File: src/rtl/sync_fifo_fwft.sv
// Synchronous sample FIFO with selectable standard or first-word-fall-through read,
// fill level, almost-full/empty thresholds and sticky overflow/underflow flags.
module sync_fifo_fwft #(
    parameter int DATA_WIDTH   = 16,
    parameter int ADDR_WIDTH   = 4,
    parameter int AFULL_LEVEL  = 12,
    parameter int AEMPTY_LEVEL = 4,
    parameter int FWFT         = 0
) (
    input  logic                         clk,
    input  logic                         rst_a,
    input  logic                         wr_en,
    input  logic signed [DATA_WIDTH-1:0] data_in,
    input  logic                         rd_en,
    output logic signed [DATA_WIDTH-1:0] data_out,
    output logic                         valid,
    output logic                         full,
    output logic                         empty,
    output logic                         almost_full,
    output logic                         almost_empty,
    output logic [ADDR_WIDTH:0]          level,
    output logic                         overflow,
    output logic                         underflow,
    input  logic                         clr_flags
);

    localparam int DEPTH = 2 ** ADDR_WIDTH;
    localparam logic [ADDR_WIDTH:0]   DEPTH_LVL  = (ADDR_WIDTH + 1)'(DEPTH);
    localparam logic [ADDR_WIDTH:0]   AFULL_LVL  = (ADDR_WIDTH + 1)'(AFULL_LEVEL);
    localparam logic [ADDR_WIDTH:0]   AEMPTY_LVL = (ADDR_WIDTH + 1)'(AEMPTY_LEVEL);
    localparam logic [ADDR_WIDTH:0]   LVL_ZERO   = '0;
    localparam logic [ADDR_WIDTH:0]   LVL_ONE    = (ADDR_WIDTH + 1)'(1);
    localparam logic [ADDR_WIDTH-1:0] PTR_ONE    = ADDR_WIDTH'(1);

    logic signed [DATA_WIDTH-1:0] mem_q [DEPTH];

    logic [ADDR_WIDTH-1:0]        wr_ptr_q, wr_ptr_d;
    logic [ADDR_WIDTH-1:0]        rd_ptr_q, rd_ptr_d;
    logic [ADDR_WIDTH:0]          level_q, level_d;
    logic signed [DATA_WIDTH-1:0] dout_q, dout_d;
    logic                         valid_q, valid_d;
    logic                         ovf_q, ovf_d;
    logic                         udf_q, udf_d;

    logic                         wr_acc, rd_acc, load;
    logic [ADDR_WIDTH:0]          arr_cnt;

    assign full         = (level_q == DEPTH_LVL);
    assign empty        = (level_q == LVL_ZERO);
    assign almost_full  = (level_q >= AFULL_LVL);
    assign almost_empty = (level_q <= AEMPTY_LVL);
    assign level        = level_q;
    assign data_out     = dout_q;
    assign valid        = valid_q;
    assign overflow     = ovf_q;
    assign underflow    = udf_q;

    always_comb begin
        wr_acc   = wr_en && !full;
        rd_acc   = 1'b0;
        load     = 1'b0;
        arr_cnt  = level_q;
        wr_ptr_d = wr_ptr_q;
        rd_ptr_d = rd_ptr_q;
        level_d  = level_q;
        dout_d   = dout_q;
        valid_d  = valid_q;

        if (FWFT != 0) begin
            // In FWFT mode the output register holds one of the counted words.
            rd_acc  = rd_en && valid_q;
            arr_cnt = level_q - {{ADDR_WIDTH{1'b0}}, valid_q};
            load    = (!valid_q || rd_acc) && (arr_cnt != LVL_ZERO);
            if (load) begin
                valid_d = 1'b1;
            end else if (rd_acc) begin
                valid_d = 1'b0;
            end
        end else begin
            rd_acc  = rd_en && !empty;
            load    = rd_acc;
            valid_d = rd_acc;
        end

        if (load) begin
            dout_d   = mem_q[rd_ptr_q];
            rd_ptr_d = rd_ptr_q + PTR_ONE;
        end

        if (wr_acc) begin
            wr_ptr_d = wr_ptr_q + PTR_ONE;
        end

        if (wr_acc && !rd_acc) begin
            level_d = level_q + LVL_ONE;
        end else if (rd_acc && !wr_acc) begin
            level_d = level_q - LVL_ONE;
        end

        // A new error event in the same cycle as the clear keeps the flag set.
        ovf_d = (ovf_q && !clr_flags) || (wr_en && full);
        udf_d = (udf_q && !clr_flags) || (rd_en && !rd_acc);
    end

    always_ff @(posedge clk) begin
        if (wr_acc) begin
            mem_q[wr_ptr_q] <= data_in;
        end
    end

    always_ff @(posedge clk or posedge rst_a) begin
        if (rst_a) begin
            wr_ptr_q <= '0;
            rd_ptr_q <= '0;
            level_q  <= '0;
            dout_q   <= '0;
            valid_q  <= 1'b0;
            ovf_q    <= 1'b0;
            udf_q    <= 1'b0;
        end else begin
            wr_ptr_q <= wr_ptr_d;
            rd_ptr_q <= rd_ptr_d;
            level_q  <= level_d;
            dout_q   <= dout_d;
            valid_q  <= valid_d;
            ovf_q    <= ovf_d;
            udf_q    <= udf_d;
        end
    end

endmodule
File: config.mk
export PLATFORM = sky130hd
export DESIGN_NAME = sync_fifo_fwft
export DESIGN_NICKNAME = d
export VERILOG_FILES = /design/src/rtl/sync_fifo_fwft.sv
export SDC_FILE = /design/constraint.sdc
export NUM_CORES = 1
export LEC_CHECK = 0
export BUFFER_PORTS_ARGS = -buffer_cell sky130_fd_sc_hd__buf_2
export CAP_MARGIN = 30
export CORE_ASPECT_RATIO = 1.4
export CORE_MARGIN = 2
export CORE_UTILIZATION = 49
export CTS_CLUSTER_DIAMETER = 40
export DETAILED_ROUTE_END_ITERATION = 7
export PLACE_DENSITY = 0.72
export SKIP_CTS_REPAIR_TIMING = 1
export SLEW_MARGIN = 20
export SYNTH_ARGS = -nofsm -noshare
export SYNTH_HDL_FRONTEND = slang
export SYNTH_SLANG_ARGS = --single-unit
File: constraint.sdc
create_clock -name clk -period 2.68 [get_ports clk]
set_input_delay 0.268 -clock clk [delete_from_list [all_inputs] [get_ports clk]]
set_output_delay 0.268 -clock clk [all_outputs]
set_load 0.1 [all_outputs]
## Word-level counts from Yosys, hierarchy flattened

Memories as Yosys holds them, arrays and structs flattened. A register that Yosys moved wholly into a read port is not among the register bits.
Index checks and enable logic that the tools add are counted.

| storage, ports and cells | value |
|---|---|
| input bits | 21 |
| output and inout port bits | 28 |
| memories kept | 1 |
| word-level logic and storage cells | 35 |
| memory bits (writable) | 256 |
| flip-flop bits (word level) | 16 |

Memory list:

| memory | depth | bits a word | rd ports | clocked after memory_dff | write ports | RTL line | source |
|---|---|---|---|---|---|---|---|
| mem_q | 16 | 16 | 1 | 1 | 1 | 35 | `logic signed [DATA_WIDTH-1:0] mem_q [DEPTH];` |

| cells by class | value |
|---|---|
| equality and inequality tests | 1 |
| magnitude comparators | 2 |
| muxes and demuxes | 4 |
| reduce and logical (&&, ||, !) cells | 17 |
| add/sub/neg operators | 4 |

Operators with widths:

| operator | number |
|---|---|
| 5-bit two-way mux | 2 |
| 4-bit by 1-bit adder with 4-bit output, second input constant | 2 |
| 1-bit logical AND | 8 |
| 5-bit by 1-bit adder with 5-bit output, second input constant | 1 |
| 5-bit equality test, second input constant | 1 |
| 5-bit by 4-bit greater-or-equal comparator with 1-bit output, second input constant | 1 |
| 5-bit by 3-bit <= comparator with 1-bit output, second input constant | 1 |
| 1-bit logical NOT | 5 |
| 5-bit logical NOT | 1 |
| 5-bit by 1-bit subtractor with 5-bit output, second input constant | 1 |
| 1-bit logical OR | 2 |
| 1-bit two-way mux | 2 |
| 2-bit nonzero test | 1 |

## Depth between registers and ports, before layout

Gate-level depths: netlist of the first run.

| depth | value |
|---|---|
| word-level depth | 7 |
| mapped depth | 12 |

## Least setup slack after synthesis of the first run

OpenSTA, ideal clock, no wires.

| timing | value |
|---|---|
| kind | register -> register |
| from | register level_q[0], in the netlist level[0] |
| to | register level_q[4], in the netlist level[4] |
| required time | 2.520 ns |
| data arrival time | 3.731 ns |
| slack | -1.211 ns |
| cell stages (with the launch flop) | 13 |
| period minus slack after synthesis | 3.891 ns |
| library setup time | 0.160 ns |
| path through | dfrtp_1 > nor4_2 > and2b_1 > nand2b_4 > buf_6 > buf_4 > ha_1 > inv_1 > ha_1 > a21o_1 > a21oi_1 > mux2i_1 > xnor2_1 |

| on the way | value |
|---|---|
| cells in the longest elaborated chain, start to end | 6 |
| elaborated cells between the ends (all ways) | 15 |
| those cells by class | 2 x add/sub; 1 x eq/ne; 2 x mux; 10 x reduce/logical |

Ends and longest elaborated chain:

| element | RTL line | source |
|---|---|---|
| from (decl) | 39 | `logic [ADDR_WIDTH:0] level_q, level_d;` |
| from (signal assigned) | 123 | `level_q <= level_d;` |
| 5-bit logical NOT * | 49 | `assign empty = (level_q == LVL_ZERO);` |
| net empty | 18 | `output logic empty,` |
| 1-bit logical NOT * | 80 | `rd_acc = rd_en && !empty;` |
| 1-bit logical AND * | 80 |  |
| 1-bit logical NOT | 94 | `if (wr_acc && !rd_acc) begin` |
| 1-bit logical AND | 94 |  |
| 5-bit two-way mux / 2-bit nonzero test (equally long branches) | - |  |

The timed path passes the listed nets; every way through them passes the cells marked *. The select of a mux whose other input is x is not followed.
A chain may end at the register's enable or synchronous reset.

## Worst setup path after layout of the first run

| timing | value |
|---|---|
| from | register level_q[3], in the netlist level[3] |
| to | register level_q[4], in the netlist level[4] |

| on the way | value |
|---|---|
| cells in the longest elaborated chain, start to end | 6 |
| elaborated cells between the ends (all ways) | 15 |
| those cells by class | 2 x add/sub; 1 x eq/ne; 2 x mux; 10 x reduce/logical |

Ends and longest elaborated chain:

| element |
|---|
| branches (longest 6 deep; another with 5-bit by 1-bit subtractor with 5-bit output) |

Several ways; the timed one is not identified. The select of a mux whose other input is x is not followed.

==> impl_metrics.ini, run 1 <==
[place]
port_buffers = 48
dpl_cell_area_mm2 = 0.0122
dp_hpwl_mm = 14.2
place_congestion = 0.839
place_ws_ns = 0.217

[finish]
drive_above_1_share = 0.359
antenna_cells = 0
layout_commonest_cell = edfxtp_1
fillers = 1593
area_growth_pct = 17.4
final_cell_mix = 256 x edfxtp_1, 64 x mux4_2, 48 x buf_2
nets = 651
finalInstanceArea_mm2 = 0.0132

[synth]
synth-xor-area-share = 0.00782
synth_compound_area_frac = 0.0202
yosys_register_bits = 288
synth_top_family_by_area = multiplexers
syn_inst = 530
netlist_area_mm2 = 0.0112
syn_nets = 562
netlist.area_leader.share = 0.686
ys_types = 36
synthAdderAreaFrac = 0.0130
yosysSeqAreaShare = 0.757
synth_top_area_cell = edfxtp_1
synthSimpleGateAreaFrac = 0.0258
synth.avg_cell_area_um2 = 21.1
synth_mux_area_frac = 0.158
yosysWarnings = 0
yosys-top-cells-area = edfxtp_1 69%, mux4_2 13%, dfrtp_1 7.1%, mux2i_1 2.9%, o221ai_1 1.2%

[worst_hold_path]
hp-class = in2reg

[pwr]
total_power_uw = 15100
power.density_mw_per_mm2 = 1150
power_leakage_uw = 0.00448
irDropWorstVdd_mv = 0.956

[worst_setup_path]
worst-endpoint-required_ns = 3.12
path_class = reg2reg
slowest_stage = dfrtp_4
worst_path_most_repeated_cell = ha_4
arrival_ns = 2.93
reg2reg_depth = 10
crit_chain = nor4_2, and2_2, nor2b_1, ha_4, inv_4, ha_4, a21o_1, a21oi_1, mux2i_1, xnor2_1
regToRegSetupSlack_ns = 0.19
endpoint_kind = register
crit_end = level[4]$_DFFE_PP0P_
cpPeakStageDelay_ns = 0.50
timing.rr.start = level[3]$_DFFE_PP0P_
start_kind = register
reg2reg_to = level[4]$_DFFE_PP0P_
cp_max_fo = 6
cp-startpoint = level[3]$_DFFE_PP0P_

[floorplan]
rows = 65
die_area_mm2 = 0.0241
die_width_um = 132
coreArea_mm2 = 0.0225
design.portCount = 49
initial_utilization = 0.497
die_y_um = 183

[sta]
fin_ws_ns = 0.193
fin_crit_sh = 0.928
grt_setup_unrepaired = no
skew_ns = 0.0171
worst_slew_pin_slew_ns = 0.764
max_freq_ghz = 0.402
max_slew_margin = 0.490
finalCriticalPeriod_ns = 2.49
setup_viol = 0
slew_violations = 0
final_hold_viol_count = 0

[route]
vias = 5364
dr.first_iter.drc_count = 616
wl_per_cell_um = 24.5
drt_wl_total_mm = 23.1
firstDrtPassIters = 4
routed_via_density = 5.69
remaining_drc_errors = 0
ant_nets = 0

[clock_network]
insertion_delay_ns = 0.53
clk_path_buf_depth = 3
clockRootBuffer = clkbuf_16
clk_pin_slew_worst_paths_ns = 0.06
clock_sinks = 288
cts_tree = built
h-tree-depth = 1
cts_buffers = 29

[grt]
grt_pass1_vias = 5729
antenna_found_initial = 0
track_usage = 0.195
grt_pass1_wl_mm = 35.0
globalRouteOverflowTotal = 0
grt_max_degree = 28

[run_status]
status = finished clean

[job]
max-cap-violations = 0
## Yosys cell counts
cell type / instances
edfxtp_1: 256
mux4_2: 64
mux2i_1: 33
dfrtp_1: 32
nand2_1: 28
nor2_1: 15
o221ai_1: 15
buf_2: 13
buf_4: 10
ha_1: 10
xnor2_1: 9
inv_1: 8
nor3_1: 5
o21ai_0: 3
a21o_1: 2
a21oi_1: 2
a22o_1: 2
buf_1: 2
nand2b_1: 2
nand4_1: 2
nor2b_1: 2
a2111oi_2: 1
a311oi_2: 1
and2_1: 1
and2b_1: 1
buf_6: 1
clkbuf_1: 1
fa_1: 1
inv_4: 1
nand2_4: 1
nand2b_2: 1
nand2b_4: 1
nand3_1: 1
nor4_2: 1
o21a_1: 1
xor2_1: 1
## worst min-delay path by stage
stage	slack, ns	from	cells past startpoint	end
floorplan	0.37	data_in[0]	0	mem_q[0][0]$_DFFE_PP_
global placement	0.44	rst_a	2	data_out[0]$_DFFE_PP0P_
detailed placement	0.44	rst_a	2	data_out[0]$_DFFE_PP0P_
CTS	-0.11	rst_a	2	data_out[0]$_DFFE_PP0P_
global route	0.01	rd_en	2	underflow$_DFF_PP0_
finish	0.006	rd_en	2	underflow$_DFF_PP0_
## area by class of cell
cell class	count	area, µm²	area share
sequential	288	8500	0.646
multi-input combinational	206	2650	0.202
clock buffer	36	752	0.0572
timing repair buffer	85	661	0.0502
tap	301	377	0.0286
clock inverter	17	174	0.0132
inverter	9	38.8	0.00295
## stage by stage
step / utilization / setup TNS (ns) / std cells / hold slack, ns
after global routing: 0.584 / 0 / 942 / 0.00995
final: 0.584 / 0 / 942 / 0.00578
after CTS: 0.583 / 0 / 940 / -0.112
after floorplan: - / -2.86 / 530 / 0.367
after detailed placement: 0.542 / 0 / 887 / 0.440
after global placement: 0.542 / 0 / 887 / 0.444
## state kept, by name, summed over array words and instances, names as in the netlist
signal     count
wr_ptr_q       4
level          5
underflow      1
overflow       1
data_out      16
valid          1
mem_q        256
rd_ptr_q       4
## worst max-delay path: cells and delay by family, from the launching register on
kind | cells | cell delay, ns
AOI/OAI and AO/OA | 2 | 0.37
xor gates and xnor gates | 1 | 0.14
adders and majority gates | 2 | 0.39
buffers and inverters | 1 | 0.09
DFF | 1 | 0.50
muxes | 1 | 0.25
and+or+nand+nor | 3 | 0.65
## logic make-up after synthesis
group                    Yosys count
adder cells (fa/ha/maj)           11
AND/OR/NAND/NOR                   61
buffers and inverters             36
flip-flops                       288
XOR/XNOR                          10
multiplexers                      97
AO/OA/AOI/OAI                     27
## metal layers
metal | global-route usage | part of all wire
met5 | 0 | 0
met4 | 0.0513 | 0.020
met3 | 0.0279 | 0.054
met2 | 0.345 | 0.53
met1 | 0.257 | 0.39
## power breakdown
group          total [µW]  internal [µW]  switching [µW]
logic                5230           1900            3340
registers            6000           5540             463
clock network        3890           2220            1670
Power figures use the tool's default switching activity.
==> run 2, diff against run 1 <==
--- a/config.mk
+++ b/config.mk
@@ -5,12 +5,14 @@
 export SDC_FILE = /design/constraint.sdc
 export NUM_CORES = 1
 export LEC_CHECK = 0
+export ABC_AREA = 1
 export BUFFER_PORTS_ARGS = -buffer_cell sky130_fd_sc_hd__buf_2
 export CAP_MARGIN = 30
 export CORE_ASPECT_RATIO = 1.4
 export CORE_MARGIN = 2
 export CORE_UTILIZATION = 49
 export CTS_CLUSTER_DIAMETER = 40
+export CTS_CLUSTER_SIZE = 24
 export DETAILED_ROUTE_END_ITERATION = 7
 export PLACE_DENSITY = 0.72
 export SKIP_CTS_REPAIR_TIMING = 1
==> impl_metrics.ini, run 2 <==
[sta]
slew_violations = 0
final_hold_viol_count = 1
hold_slack_ns = -0.0295
grt_setup_unrepaired = no
worst_slew_pin_slew_ns = 0.678
skew_ns = 0.0210
tns_ns = 0
finalCriticalPeriod_ns = 2.40
setup_viol = 0
max_slew_margin = 0.548
fin_crit_sh = 0.895
max_freq_ghz = 0.417

[grt]
grt_pass1_wl_mm = 46.3
antenna_found_initial = 0
grt_max_degree = 131
track_usage = 0.229
grt_pass1_vias = 8167
globalRouteOverflowTotal = 0

[synth]
yosys_register_bits = 288
netlist_area_mm2 = 0.0125
synthTopCellsByCount = 405 x nand2_1, 256 x edfxtp_1, 214 x inv_1, 195 x nand3_1, 33 x buf_2
yosysWarnings = 0
ys_types = 25
synth_top_area_cell = edfxtp_1
async_flop_share = 0.111
synth_edf_count = 256
synth_most_common_cell = nand2_1
syn_nets = 1253
netlist.area_leader.share = 0.616
yosysSeqAreaShare = 0.680
yosys-top-cells-area = edfxtp_1 62%, nand2_1 12%, nand3_1 7.8%, inv_1 6.4%, dfrtp_1 6.4%
synth.avg_cell_area_um2 = 10.2
synth_flop_cell = edfxtp_1
syn_inst = 1221

[finish]
antenna_cells = 0
nets = 1304
area_growth_pct = 12.6
largest-register = mem_q
drive_above_1_share = 0.116
fillers = 2117
largest_reg_flops = 256
multi_input_area_mm2 = 0.00295
ff_latch_area_mm2 = 0.00850
layout_commonest_cell = nand2_1
final_cell_mix = 405 x nand2_1, 256 x edfxtp_1, 212 x inv_1

[floorplan]
initial_utilization = 0.495
rows = 69
design.portCount = 49
die_y_um = 193
die_area_mm2 = 0.0268
die_width_um = 139
coreArea_mm2 = 0.0252

[clock_network]
clk_pin_slew_worst_paths_ns = 0.07
clockRootBuffer = clkbuf_16
cts_buffers = 25
clk_path_buf_depth = 3
clock_sinks = 288
insertion_delay_ns = 0.55
h-tree-depth = 1
cts_tree = built

[pwr]
power_leakage_uw = 0.00621
power.density_mw_per_mm2 = 1140
total_power_uw = 16000
irDropWorstVdd_mv = 0.859

[route]
vias = 8442
wl_per_cell_um = 18.9
remaining_drc_errors = 0
firstDrtPassIters = 5
ant_nets = 0
routed_via_density = 5.24
drt_wl_total_mm = 30.4
dr.first_iter.drc_count = 982

[worst_setup_path]
worst-endpoint-required_ns = 3.10
cp_max_fo = 7
arrival_ns = 2.82
endpoint_kind = register
path_class = reg2reg
start_kind = register

[run_status]
status = complete, but fails checks
violations = hold timing

[worst_hold_path]
hp-class = in2reg

[place]
port_buffers = 48
dp_hpwl_mm = 18.6
place_congestion = 0.913

[job]
max-cap-violations = 0
-- run 2: area by class of cell --
cell class | instances | share of cell area
Timing Repair Buffer | 79 | 0.0386
Multi-Input combinational cell | 661 | 0.210
Clock buffer | 28 | 0.0482
Clock inverter | 18 | 0.0126
Tap cell | 319 | 0.0284
Inverter | 217 | 0.0581
Sequential cell | 288 | 0.604
-- run 2: cells by family after synthesis --
| logic type | Yosys count | synth area share |
|---|---|---|
| buf+inv | 272 | 0.0881 |
| compound gates | 18 | 0.00751 |
| fa+ha+maj | 11 | 0.0116 |
| flops | 288 | 0.680 |
| xor+xnor | 7 | 0.00491 |
| simple gates | 625 | 0.208 |
-- run 2: routing by layer --
layer | part of all wire | track usage | up-vias
met2 | 0.52 | 0.409 | 323
met4 | 0.072 | 0.153 | 0
met5 | 0 | 0 | -
li1 | - | - | 4011
met3 | 0.056 | 0.0243 | 90
met1 | 0.35 | 0.261 | 4018
-- run 2: final timing paths --
| check | start | slack (ns) | cells past startpoint | end |
|---|---|---|---|---|
| max reg2reg | level[0]$_DFFE_PP0P_ | 0.28 | 13 | level[4]$_DFFE_PP0P_ |
| min reg2reg | data_out[0]$_DFFE_PP0P_ | 0.48 | 2 | data_out[0]$_DFFE_PP0P_ |
| min in group asynchronous | rst_a | 0.36 | 4 | data_out[5]$_DFFE_PP0P_ |
| max | level[0]$_DFFE_PP0P_ | 0.28 | 13 | level[4]$_DFFE_PP0P_ |
| max in group asynchronous | rst_a | 1.99 | 4 | level[1]$_DFFE_PP0P_ |
| min | wr_en | -0.03 | 3 | overflow$_DFF_PP0_ |
-- run 2: stage by stage --
| step | instance area, µm² | utilization | std cells | setup WS [ns] | hold slack [ns] |
|---|---|---|---|---|---|
| floorplan | 12500 | - | 1221 | 0.0308 | 0.364 |
| global route | 14100 | 0.558 | 1610 | 0.00812 | 0.0153 |
| CTS | 14000 | 0.557 | 1607 | 0.207 | -0.186 |
| finish | 14100 | 0.558 | 1610 | 0.282 | -0.0295 |
| detailed placement | 13200 | 0.523 | 1561 | 0.224 | 0.378 |
| global placement | 13200 | 0.523 | 1561 | 0.204 | 0.374 |
-- run 2: report_power, final --
part | total, µW | switching, µW | internal [µW]
combinational | 6550 | 5030 | 1520
clock | 3700 | 1780 | 1930
sequential | 5740 | 247 | 5500
total | 16000 | 7050 | 8950
-- run 2: critical path, stage by stage (launching register included) --
cell      delay (ns)
dfrtp_2         0.44
nor2_1          0.19
nand4_1         0.13
nand2_1         0.14
clkinv_1        0.10
ha_1            0.24
inv_2           0.12
ha_1            0.27
a21oi_1         0.14
o21ai_0         0.14
a21oi_1         0.18
o21ai_0         0.10
nand2_1         0.07
nand2_1         0.04
==> run 3, diff against run 2 <==
--- a/config.mk
+++ b/config.mk
@@ -15,6 +15,7 @@
 export CTS_CLUSTER_SIZE = 24
 export DETAILED_ROUTE_END_ITERATION = 7
 export PLACE_DENSITY = 0.72
+export SETUP_SLACK_MARGIN = 0.5
 export SKIP_CTS_REPAIR_TIMING = 1
 export SLEW_MARGIN = 20
 export SYNTH_ARGS = -nofsm -noshare
==> impl_metrics.ini, run 3 (same netlist as run 2, synthesis figures left out) <==
[run_status]
status = finished clean

[worst_setup_path]
timing.rr.start = level[0]$_DFFE_PP0P_
slowest_stage = dfrtp_4
start_kind = register
arrival_ns = 2.55
crit_chain = nor2_4, nand4_1, nand2_2, clkinv_4, ha_4, inv_8, ha_4, a21oi_2, o21ai_2, a21oi_2, o21ai_1, nand2_1, nand2_1
endpoint_kind = register
cp_max_fo = 5
reg2reg_to = level[4]$_DFFE_PP0P_
regToRegSetupSlack_ns = 0.53
crit_end = level[4]$_DFFE_PP0P_
cpPeakStageDelay_ns = 0.51
cp-startpoint = level[0]$_DFFE_PP0P_
path_class = reg2reg
reg2reg_depth = 13
worst-endpoint-required_ns = 3.08

[grt]
grtUsageMet1 = 0.239
grt_use_met3 = 0.0199
grt_pass1_wl_mm = 43.2
grt_busiest_layer = met2
met2_usage = 0.389
grt_pass1_vias = 7942
globalRouteOverflowTotal = 0
track_usage = 0.210
grt_max_degree = 131
antenna_found_initial = 0

[clock_network]
clk_pin_slew_worst_paths_ns = 0.08
clock_sinks = 288
cts_tree = built
clk_path_buf_depth = 3
h-tree-depth = 1
insertion_delay_ns = 0.53
cts_buffers = 24
clockRootBuffer = clkbuf_16

[worst_hold_path]
holdPathStages = 1
hp-class = in2reg

[sta]
finalCriticalPeriod_ns = 2.15
tns_ns = 0
final_hold_viol_count = 0
max_slew_margin = 0.585
grt_setup_unrepaired = yes
skew_ns = 0.0186
max_freq_ghz = 0.465
fin_crit_sh = 0.803
slew_violations = 0
setup_viol = 0
worst_slew_pin_slew_ns = 0.623

[finish]
fin_cells = 1616
final_cell_mix = 404 x nand2_1, 256 x edfxtp_1, 209 x inv_1
nets = 1311
post-route-util = 0.564
antenna_cells = 0
largest-register = mem_q
largest_reg_flops = 256
drive_above_1_share = 0.130
layout_commonest_cell = nand2_1
area_growth_pct = 13.8
fillers = 2076

[floorplan]
coreArea_mm2 = 0.0252
initial_utilization = 0.495
design.portCount = 49
die_area_mm2 = 0.0268
die_width_um = 139
die_y_um = 193
rows = 69

[route]
routed_via_density = 5.18
ant_nets = 0
remaining_drc_errors = 0
drt_wl_total_mm = 28.5
firstDrtPassIters = 6
wl_per_cell_um = 17.6
dr.first_iter.drc_count = 951
vias = 8366

[place]
place_congestion = 0.837
dp.cells = 1564
dp_hpwl_mm = 16.3
port_buffers = 48

[pwr]
irDropWorstVdd_mv = 1.18
total_power_uw = 15900
power.density_mw_per_mm2 = 1120
power_leakage_uw = 0.00624

[job]
max-cap-violations = 0
==> run 3: changes by cell type in the layout (fill, tap and decap cells not counted), moves of 3 or more <==
cell	delta
inv_1	-3
clkinv_8	+3
dfrtp_4	+5
a21oi_2	+3
buf_4	+7
ha_4	+4
a21oi_1	-3
ha_1	-4
dfrtp_2	-5
o21ai_0	-3
==> run 3: layer usage <==
metal	up-vias	share of wire
met2	271	0.52
met1	3989	0.38
met3	74	0.049
met4	0	0.055
li1	4032	-
met5	-	0
==> run 3: worst max-delay path: cells and delay by family, from the launching register on <==
kind                       cells  cell delay (ns)
buffers and inverters          2             0.15
AOI/OAI and AO/OA              4             0.49
and+or+nand+nor                5             0.52
adders and majority gates      2             0.38
DFF                            1             0.51
==> run 3: how the worst min path moves through the flow <==
stage                          start  slack, ns                  endpoint
after global placement         rst_a       0.37       underflow$_DFF_PP0_
after detailed placement       rst_a       0.38   data_out[5]$_DFFE_PP0P_
final                     data_in[3]       0.11    mem_q[10][3]$_DFFE_PP_
after global routing      data_in[3]       0.11    mem_q[10][3]$_DFFE_PP_
after CTS                      rst_a      -0.18  data_out[14]$_DFFE_PP0P_
after floorplan            clr_flags       0.36        overflow$_DFF_PP0_
==> run 3: per-stage QoR <==
stage | setup slack (ns) | area [µm²] | hold slack, ns
finish | 0.529 | 14200 | 0.111
global route | 0.364 | 14200 | 0.114
CTS | 0.471 | 14100 | -0.176
detailed placement | 0.483 | 13300 | 0.382
global placement | 0.529 | 13200 | 0.371
floorplan | 0.340 | 12600 | 0.364
==> run 3: cell type report <==
cell class	count	area, µm²	share of cell area
Sequential cell	288	8510	0.599
Inverter	217	830	0.0584
Timing Repair Buffer	87	603	0.0424
Clock inverter	18	210	0.0148
Clock buffer	26	629	0.0443
Tap cell	319	399	0.0281
Multi-Input combinational cell	661	3020	0.213
==> run 3: report_power, final <==
| group | switching [µW] | total, µW | internal (µW) |
|---|---|---|---|
| clock network | 1740 | 3640 | 1900 |
| registers | 338 | 5850 | 5510 |
| logic | 4840 | 6430 | 1590 |
